<file path="src/rtl/pwm_capture_pkg.sv">
// Shared types and helpers for the PWM capture block.
package pwm_capture_pkg;

    typedef enum logic [1:0] {
        IDLE = 2'd0,
        HIGH = 2'd1,
        LOW  = 2'd2
    } state_t;

    localparam int DEF_W       = 10;
    localparam int DEF_TIMEOUT = 1023;

    // Increment when enabled, sticking at max_val instead of wrapping.
    function automatic int unsigned sat_inc(input int unsigned cnt,
                                            input int unsigned max_val,
                                            input logic        en);
        int unsigned res;
        res = cnt;
        if (en && (cnt < max_val)) begin
            res = cnt + 1;
        end
        return res;
    endfunction

endpackage

</file>
<file path="src/rtl/pwm_capture_sync_edge.sv">
// Brings the asynchronous PWM pin into the clk domain and flags its edges.
module pwm_capture_sync_edge (
    input  logic clk,
    input  logic rst,
    input  logic pin,
    output logic level,
    output logic rise,
    output logic fall
);

    logic sync_p0;
    logic sync_p1;

    // Two-flop synchronizer, then level and edge pulses registered together
    // so level, rise and fall stay aligned for the FSM.
    always_ff @(posedge clk) begin
        if (rst) begin
            sync_p0 <= 1'b0;
            sync_p1 <= 1'b0;
            level   <= 1'b0;
            rise    <= 1'b0;
            fall    <= 1'b0;
        end else begin
            sync_p0 <= pin;
            sync_p1 <= sync_p0;
            level   <= sync_p1;
            rise    <= sync_p1 & ~level;
            fall    <= ~sync_p1 & level;
        end
    end

endmodule

</file>
<file path="src/rtl/pwm_capture.sv">
// Measures high time and period of a PWM input in tick units, with a
// stuck-input timeout; results published with a one-cycle valid strobe.
module pwm_capture
    import pwm_capture_pkg::*;
#(
    parameter int W       = DEF_W,
    parameter int TIMEOUT = DEF_TIMEOUT
) (
    input  logic         clk,
    input  logic         rst,
    input  logic         tick,
    input  logic         pwm_in,
    output logic [W-1:0] duty,
    output logic [W-1:0] period,
    output logic         valid,
    output logic         stuck
);

    localparam logic [W-1:0] CNT_MAX = '1;
    localparam logic [W-1:0] TO_LAST = W'(TIMEOUT - 1);

    logic level;
    logic rise;
    logic fall;

    state_t state;
    state_t state_d;

    logic [W-1:0] hi_cnt;
    logic [W-1:0] per_cnt;
    logic [W-1:0] to_cnt;
    logic [W-1:0] hi_cnt_d;
    logic [W-1:0] per_cnt_d;
    logic [W-1:0] to_cnt_d;
    logic [W-1:0] hi_inc;
    logic [W-1:0] per_inc;
    logic [W-1:0] to_inc;
    logic [W-1:0] tick_w;
    logic [W-1:0] duty_d;
    logic [W-1:0] period_d;
    logic         stuck_d;
    logic         valid_d;
    logic         timeout_hit;

    pwm_capture_sync_edge u_sync_edge (
        .clk   (clk),
        .rst   (rst),
        .pin   (pwm_in),
        .level (level),
        .rise  (rise),
        .fall  (fall)
    );

    assign hi_inc  = W'(sat_inc(32'(hi_cnt),  32'(CNT_MAX), tick));
    assign per_inc = W'(sat_inc(32'(per_cnt), 32'(CNT_MAX), tick));
    assign to_inc  = W'(sat_inc(32'(to_cnt),  32'(CNT_MAX), tick));
    assign tick_w  = {{(W-1){1'b0}}, tick};

    // Edges clear to_cnt, so an edge always pre-empts a timeout in the same clk.
    assign timeout_hit = tick && (to_cnt == TO_LAST) && !rise && !fall;

    always_ff @(posedge clk) begin
        if (rst) begin
            state <= IDLE;
        end else begin
            state <= state_d;
        end
    end

    always_comb begin
        state_d = state;
        if (rise) begin
            state_d = HIGH;
        end else if (fall) begin
            if (state == HIGH) begin
                state_d = LOW;
            end
        end else if (timeout_hit) begin
            state_d = IDLE;
        end
    end

    // A tick coincident with an edge is counted into the phase that edge starts.
    always_comb begin
        hi_cnt_d  = hi_cnt;
        per_cnt_d = per_cnt;
        to_cnt_d  = to_inc;
        duty_d    = duty;
        period_d  = period;
        stuck_d   = stuck;
        valid_d   = 1'b0;

        if (rise || fall) begin
            to_cnt_d = '0;
        end else if (timeout_hit) begin
            to_cnt_d = '0;
            duty_d   = level ? CNT_MAX : '0;
            period_d = '0;
            stuck_d  = 1'b1;
            valid_d  = 1'b1;
        end

        case (state)
            IDLE: begin
                if (rise) begin
                    hi_cnt_d  = tick_w;
                    per_cnt_d = tick_w;
                end
            end
            HIGH: begin
                if (rise) begin
                    hi_cnt_d  = tick_w;
                    per_cnt_d = tick_w;
                end else if (fall) begin
                    per_cnt_d = per_inc;
                end else begin
                    hi_cnt_d  = hi_inc;
                    per_cnt_d = per_inc;
                end
            end
            LOW: begin
                if (rise) begin
                    duty_d    = hi_cnt;
                    period_d  = per_cnt;
                    stuck_d   = 1'b0;
                    valid_d   = 1'b1;
                    hi_cnt_d  = tick_w;
                    per_cnt_d = tick_w;
                end else begin
                    per_cnt_d = per_inc;
                end
            end
            default: ;
        endcase
    end

    always_ff @(posedge clk) begin
        if (rst) begin
            hi_cnt  <= '0;
            per_cnt <= '0;
            to_cnt  <= '0;
            duty    <= '0;
            period  <= '0;
            stuck   <= 1'b0;
            valid   <= 1'b0;
        end else begin
            hi_cnt  <= hi_cnt_d;
            per_cnt <= per_cnt_d;
            to_cnt  <= to_cnt_d;
            duty    <= duty_d;
            period  <= period_d;
            stuck   <= stuck_d;
            valid   <= valid_d;
        end
    end

endmodule

</file>
<file path="config.mk">
export PLATFORM = sky130hd
export DESIGN_NAME = pwm_capture
export DESIGN_NICKNAME = d
export VERILOG_FILES = /design/src/rtl/pwm_capture_pkg.sv /design/src/rtl/pwm_capture_sync_edge.sv /design/src/rtl/pwm_capture.sv
export SDC_FILE = /design/constraint.sdc
export NUM_CORES = 1
export LEC_CHECK = 0
export CAP_MARGIN = 15
export CORE_MARGIN = 10
export CORE_UTILIZATION = 30
export CTS_CLUSTER_SIZE = 24
export DETAILED_ROUTE_END_ITERATION = 8
export GPL_TIMING_DRIVEN = 1
export PLACE_DENSITY = 0.52
export SYNTH_ARGS = -nofsm -noshare
export SYNTH_HDL_FRONTEND = slang
export SYNTH_SLANG_ARGS = --single-unit
</file>
<file path="constraint.sdc">
create_clock -name clk -period 4.11 [get_ports clk]
set_input_delay 1.233 -clock clk [delete_from_list [all_inputs] [get_ports clk]]
set_output_delay 1.233 -clock clk [all_outputs]
set_load 0.05 [all_outputs]
</file>
==> impl_metrics.toml, run 1 <==
[outcome]
outcome = "finished, final reports clean"

[floorplanning]
io_pins = 26
die_area_um2 = 13100
core_um2 = 8720
die-width_um = 115
row_count = 34
start_util_pct = 30.8
die_h_um = 115

[synthesis]
synth_edf_count = 0
ys.flop_type = "dfxtp_1"
yosysSeqAreaShare_pct = 43.9
synth_top_area_cell = "dfxtp_1"
syn_nets = 327
syn-cell-area_um2 = 2690
synthTopCellsByCount = "59 x dfxtp_1, 38 x nand2_1, 37 x a21oi_1"
synth_cell_types = 51
synth_top_area_share_pct = 43.9
ys_ff_latch = 59
yosysMostFrequentCell = "dfxtp_1"
syn_area_per_cell_um2 = 8.54
synth_cells = 315
synth.top_cells.by_area = "dfxtp_1 44%, a21oi_1 6.9%, nand2_1 5.3%, ha_1 3.7%, o21ai_0 3.7%"
yosysWarnings = 0
synthArstFlopShare_pct = 0

[sta]
post-route-period-util_pct = 70.7
fin_crit_ps = 2910
final_hold_viol_count = 0
finalSetupTns_ps = 0
rsz0062_at_grt = "no"
max_freq_ghz = 0.344
worst_slew_pin_slew_ps = 850
setup_violations = 0
slew_headroom_pct = 42.9
finalMaxSlewViolations = 0
hold_ws_ps = 423
skew_ps = 13.1

[clock_network]
clkSlewWorstSetupHoldPaths_ps = 70
ctsLongestPathBuffers = 2
cts_tree = "done"
root_buffer = "clkbuf_8"
post_cts_resized = 0
cts_made_buffers = 9
cts_htree_levels = 3
clk_latency_ps = 350
ctsHoldBuffers = 0
postCtsSetupBuffers = 0
cts.sink_count = 59

[drt]
drc_errors = 0
ant_nets = 0
vias = 2360
avgRoutedWirePerCell_um = 14.9
viasPerCell = 5.22
routed_wl_um = 6720
first_iter_violations = 58
first_pass_iters = 4

[worst_setup_path]
worstPathArrival_ps = 3190
path_max_fanout = 17
worst_setup_path_start_kind = "input port"
end_kind = "register"
rrSetupSlack_ps = 1830
worstSetupPathType = "in -> reg"
crit_required_ps = 4390

[power_and_ir_drop]
leakagePower_uw = 0.00110
pwr-share-seq_pct = 49.5
p_int_uw = 890
p_sw_uw = 288
power.density_nw_per_um2 = 366
max-vdd-ir-drop_uv = 148
p_comb_share_pct = 4.5
clkPwrFrac_pct = 46.1
swShare_pct = 24.5

[global_routing]
grt_overflow_total = 0
grt_pass1_vias = 2315
grt_max_degree = 24
track_usage_pct = 10.9
antenna_found_initial = 0
grt_pass1_wl_um = 11500

[job]
maxCapViolCount = 0

[worst_hold_path]
hold_class = "reg -> reg"

[cells_and_area]
layout.nets = 351
drive_above_1_share_pct = 9.01
syn_to_final_growth_pct = 19.8
antenna_cells = 0

[placed_design]
port-buffer-count = 25
place.detailed.hpwl_um = 4580
gp_congestion = 0.775
## sequential cells by signal, indices dropped and copies added, names as in the netlist, 2 cells and up
name,count
per_cnt,10
hi_cnt,10
state,2
period,10
to_cnt,10
duty,10
## path summary, 6_finish.rpt
path,start,to,cells after the start
max,tick,per_cnt[9],6
min,u_sync_edge.sync_p1,u_sync_edge.fall,1
max reg2reg,state[1],hi_cnt[4],6
min reg2reg,u_sync_edge.sync_p1,u_sync_edge.fall,1
## power by group through the flow
stage,sequential [uW],clock [uW],combinational [uW]
after global routing,584,580,59.5
final,583,543,52.5
after CTS,583,556,53.1
after floorplan,594,0,40.8
after detailed placement,596,0,52.7
after global placement,596,0,52.5
## placed cells by master (no fill, tap or decap), types with 5 or more instances in the layout
master           netlist  final
clkbuf_8               0     10
nor2_1                24     24
clkdlybuf4s50_1        0     25
o21ai_0               20     20
nand3_1               19     19
inv_1                  9      9
a311oi_1               5      5
nor3_1                 6      6
dfxtp_1               59     59
nand2_1               38     38
nand4_1                6      6
or3_1                  5      5
or4_1                  5      5
ha_1                   8      8
a21oi_1               37     37
## logic make-up (layout without fill, tap and decap cells)
logic type | after synthesis | count (layout) | synth area share, %
and+or+nand+nor | 129 | 129 | 25.1
AOI/OAI and AO/OA | 86 | 86 | 20.5
DFF | 59 | 59 | 43.9
buffers and inverters | 27 | 56 | 4.75
adders and majority gates | 8 | 8 | 3.72
xor gates and xnor gates | 5 | 5 | 1.63
muxes | 1 | 1 | 0.372
## worst max-delay path: stages
cell,delay [ps]
clkdlybuf4s50_1,680
inv_2,120
a211oi_4,260
a21oi_2,210
or4_1,540
a21oi_1,140
## routing by layer
metal,vias to the layer above,wire length (um),global-route usage (%)
met5,-,0,0
met4,0,137,5.76
met3,12,417,3.88
met2,40,2980,16.2
met1,1118,3190,13.3
li1,1190,-,-
## layout make-up
cell class	count	area [um2]
multi-input combinational	229	1380
fill	898	5500
clock buffer	10	138
timing repair buffer	29	280
inverter	11	41.3
clock inverter	6	65.1
tap	108	135
sequential	59	1180
## through the flow
stage / util [%] / worst slack (ps) / instances / power [uW] / instance area [um2]
finish: 36.9 / 1200 / 452 / 1180 / 3220
global route: 36.9 / 983 / 452 / 1220 / 3220
CTS: 36.9 / 1220 / 452 / 1190 / 3220
detailed placement: 34.6 / 863 / 436 / 649 / 3020
global placement: 34.6 / 902 / 436 / 648 / 3020
floorplan: - / 1640 / 315 / 635 / 2690
Note: power is estimated with default switching activity, not from simulation.
==> inputs of run 2 (changes only) <==
Settings changed: PLACE_DENSITY 0.52 to 0.54.
Clock period 4.11 ns to 2.45 ns, I/O delays scaled along.
==> run 2 against run 1 <==
- combinational power increased by 100%
- flip-flop and latch count unchanged
- critical path depth decreased by 5
- sequential share of layout area decreased by 1.6 points
- worst setup slack got worse by 990 ps
- sequential power increased by 68%
- cell count increased by 3.3%
- non-clock buffer count increased by 15
- clock power increased by 88%
- die area unchanged
- register-to-register slack got worse by 1500 ps
- critical path type is now reg -> out
- critical endpoint is now period[7]
- largest cell class unchanged
- highest routed layer unchanged
==> impl_metrics.toml, run 2 (synthesis gave the netlist of run 1 again) <==
[sta]
finalMaxSlewViolations = 0
max_freq_ghz = 0.448
final_hold_viol_count = 0
fin_crit_ps = 2230
slew_headroom_pct = 48.2
setup_violations = 0
post-route-period-util_pct = 91.1
skew_ps = 9.57
rsz0062_at_grt = "no"
worst_slew_pin_slew_ps = 775

[worst_hold_path]
hold-path-cell-count = 1
hold_path_end = "u_sync_edge.fall"
hp-start = "u_sync_edge.sync_p1"
hold_class = "reg -> reg"

[worst_setup_path]
critPathTopFamily = "buffers and inverters"
path_cells = "clkdlybuf4s50_1"
crit_required_ps = 1710
rr_startpoint = "state[1]"
rrSetupSlack_ps = 320
regToRegEndpoint = "per_cnt[4]"
end_kind = "output pin"
worstSetupPathType = "reg -> out"
worstPathArrival_ps = 1500
path_max_fanout = 2
cp_num_buf_inv = 1
critical_path.max_stage_delay_ps = 820
worst_setup_path_start_kind = "register"
critPathSlowestCell = "clkdlybuf4s50_1"
worstRegToRegCells = 8

[drt]
ant_nets = 0
avgRoutedWirePerCell_um = 14.0
first_iter_violations = 99
vias = 2357
first_pass_iters = 4
viasPerCell = 5.05
drc_errors = 0
routed_wl_um = 6520

[placed_design]
gp_congestion = 0.841
port-buffer-count = 25
post_dp_cell_area_um2 = 3140
place.detailed.hpwl_um = 4590

[cells_and_area]
final_common_cell = "dfxtp_1"
fin_area_um2 = 3370
syn_to_final_growth_pct = 25.2
layout_common_cells = "59 x dfxtp_1, 38 x nand2_1, 37 x a21oi_1"
layout.nets = 366
antenna_cells = 0
drive_above_1_share_pct = 12.8

[clock_network]
ctsLongestPathBuffers = 2
postCtsSetupBuffers = 0
root_buffer = "clkbuf_8"
clkSlewWorstSetupHoldPaths_ps = 70
cts.sink_count = 59
cts_htree_levels = 3
ctsHoldBuffers = 0
post_cts_resized = 0
cts_made_buffers = 9
cts_tree = "done"
clk_latency_ps = 340

[global_routing]
track_usage_pct = 10.8
grt_pass1_wl_um = 11600
grt_max_degree = 24
antenna_found_initial = 0
grt_pass1_vias = 2351
grt_overflow_total = 0

[floorplanning]
die_h_um = 115
die-width_um = 115
row_count = 34
die_area_um2 = 13100
core_um2 = 8720
start_util_pct = 30.8
io_pins = 26

[power_and_ir_drop]
leakagePower_uw = 0.00120
power.density_nw_per_um2 = 624
power_uw = 2100
max-vdd-ir-drop_uv = 268

[outcome]
outcome = "finished, final reports clean"

[job]
maxCapViolCount = 0
run 2: final cells by class:
cell class | instances | area, um2
Multi-Input combinational cell | 229 | 1380
Fill cell | 887 | 5350
Sequential cell | 59 | 1180
Inverter | 11 | 41.3
Tap cell | 108 | 135
Clock inverter | 7 | 100
Clock buffer | 9 | 124
Timing Repair Buffer | 44 | 405
run 2: worst max path at each step:
stage               startpoint          to  slack, ps  depth (start not counted)
floorplan                 tick   hi_cnt[6]        480                          7
global placement          tick  per_cnt[9]        -10                          6
detailed placement        tick   hi_cnt[9]        -60                          7
CTS                  period[7]   period[7]        180                          1
global route              tick     duty[6]        130                          8
finish               period[7]   period[7]        220                          1
run 2: where the power goes:
group | total [uW] | switching, uW | internal (uW)
logic | 106 | 59.4 | 46.8
clock network | 1020 | 435 | 581
registers | 977 | 10.3 | 967
run 2: metal layers:
| layer | routed length [um] | up-vias | track usage, % | share of wire [%] |
|---|---|---|---|---|
| met5 | 0 | - | 0 | 0 |
| li1 | - | 1214 | - | - |
| met4 | 97 | 0 | 4.01 | 1.5 |
| met3 | 507 | 9 | 4.66 | 7.8 |
| met2 | 2740 | 48 | 15.8 | 42 |
| met1 | 3180 | 1086 | 13.6 | 49 |
run 2: per-stage QoR:
step	hold slack (ps)	instances	TNS (ps)	setup slack (ps)	utilization (%)
6_report	421	467	0	217	38.6
5_1_grt	429	467	0	128	38.6
4_1_cts	422	467	0	181	38.6
3_5_place_dp	414	451	-1000	-61.2	36.0
3_3_place_gp	412	451	-157	-13.8	36.0
2_1_floorplan	388	315	0	480	-
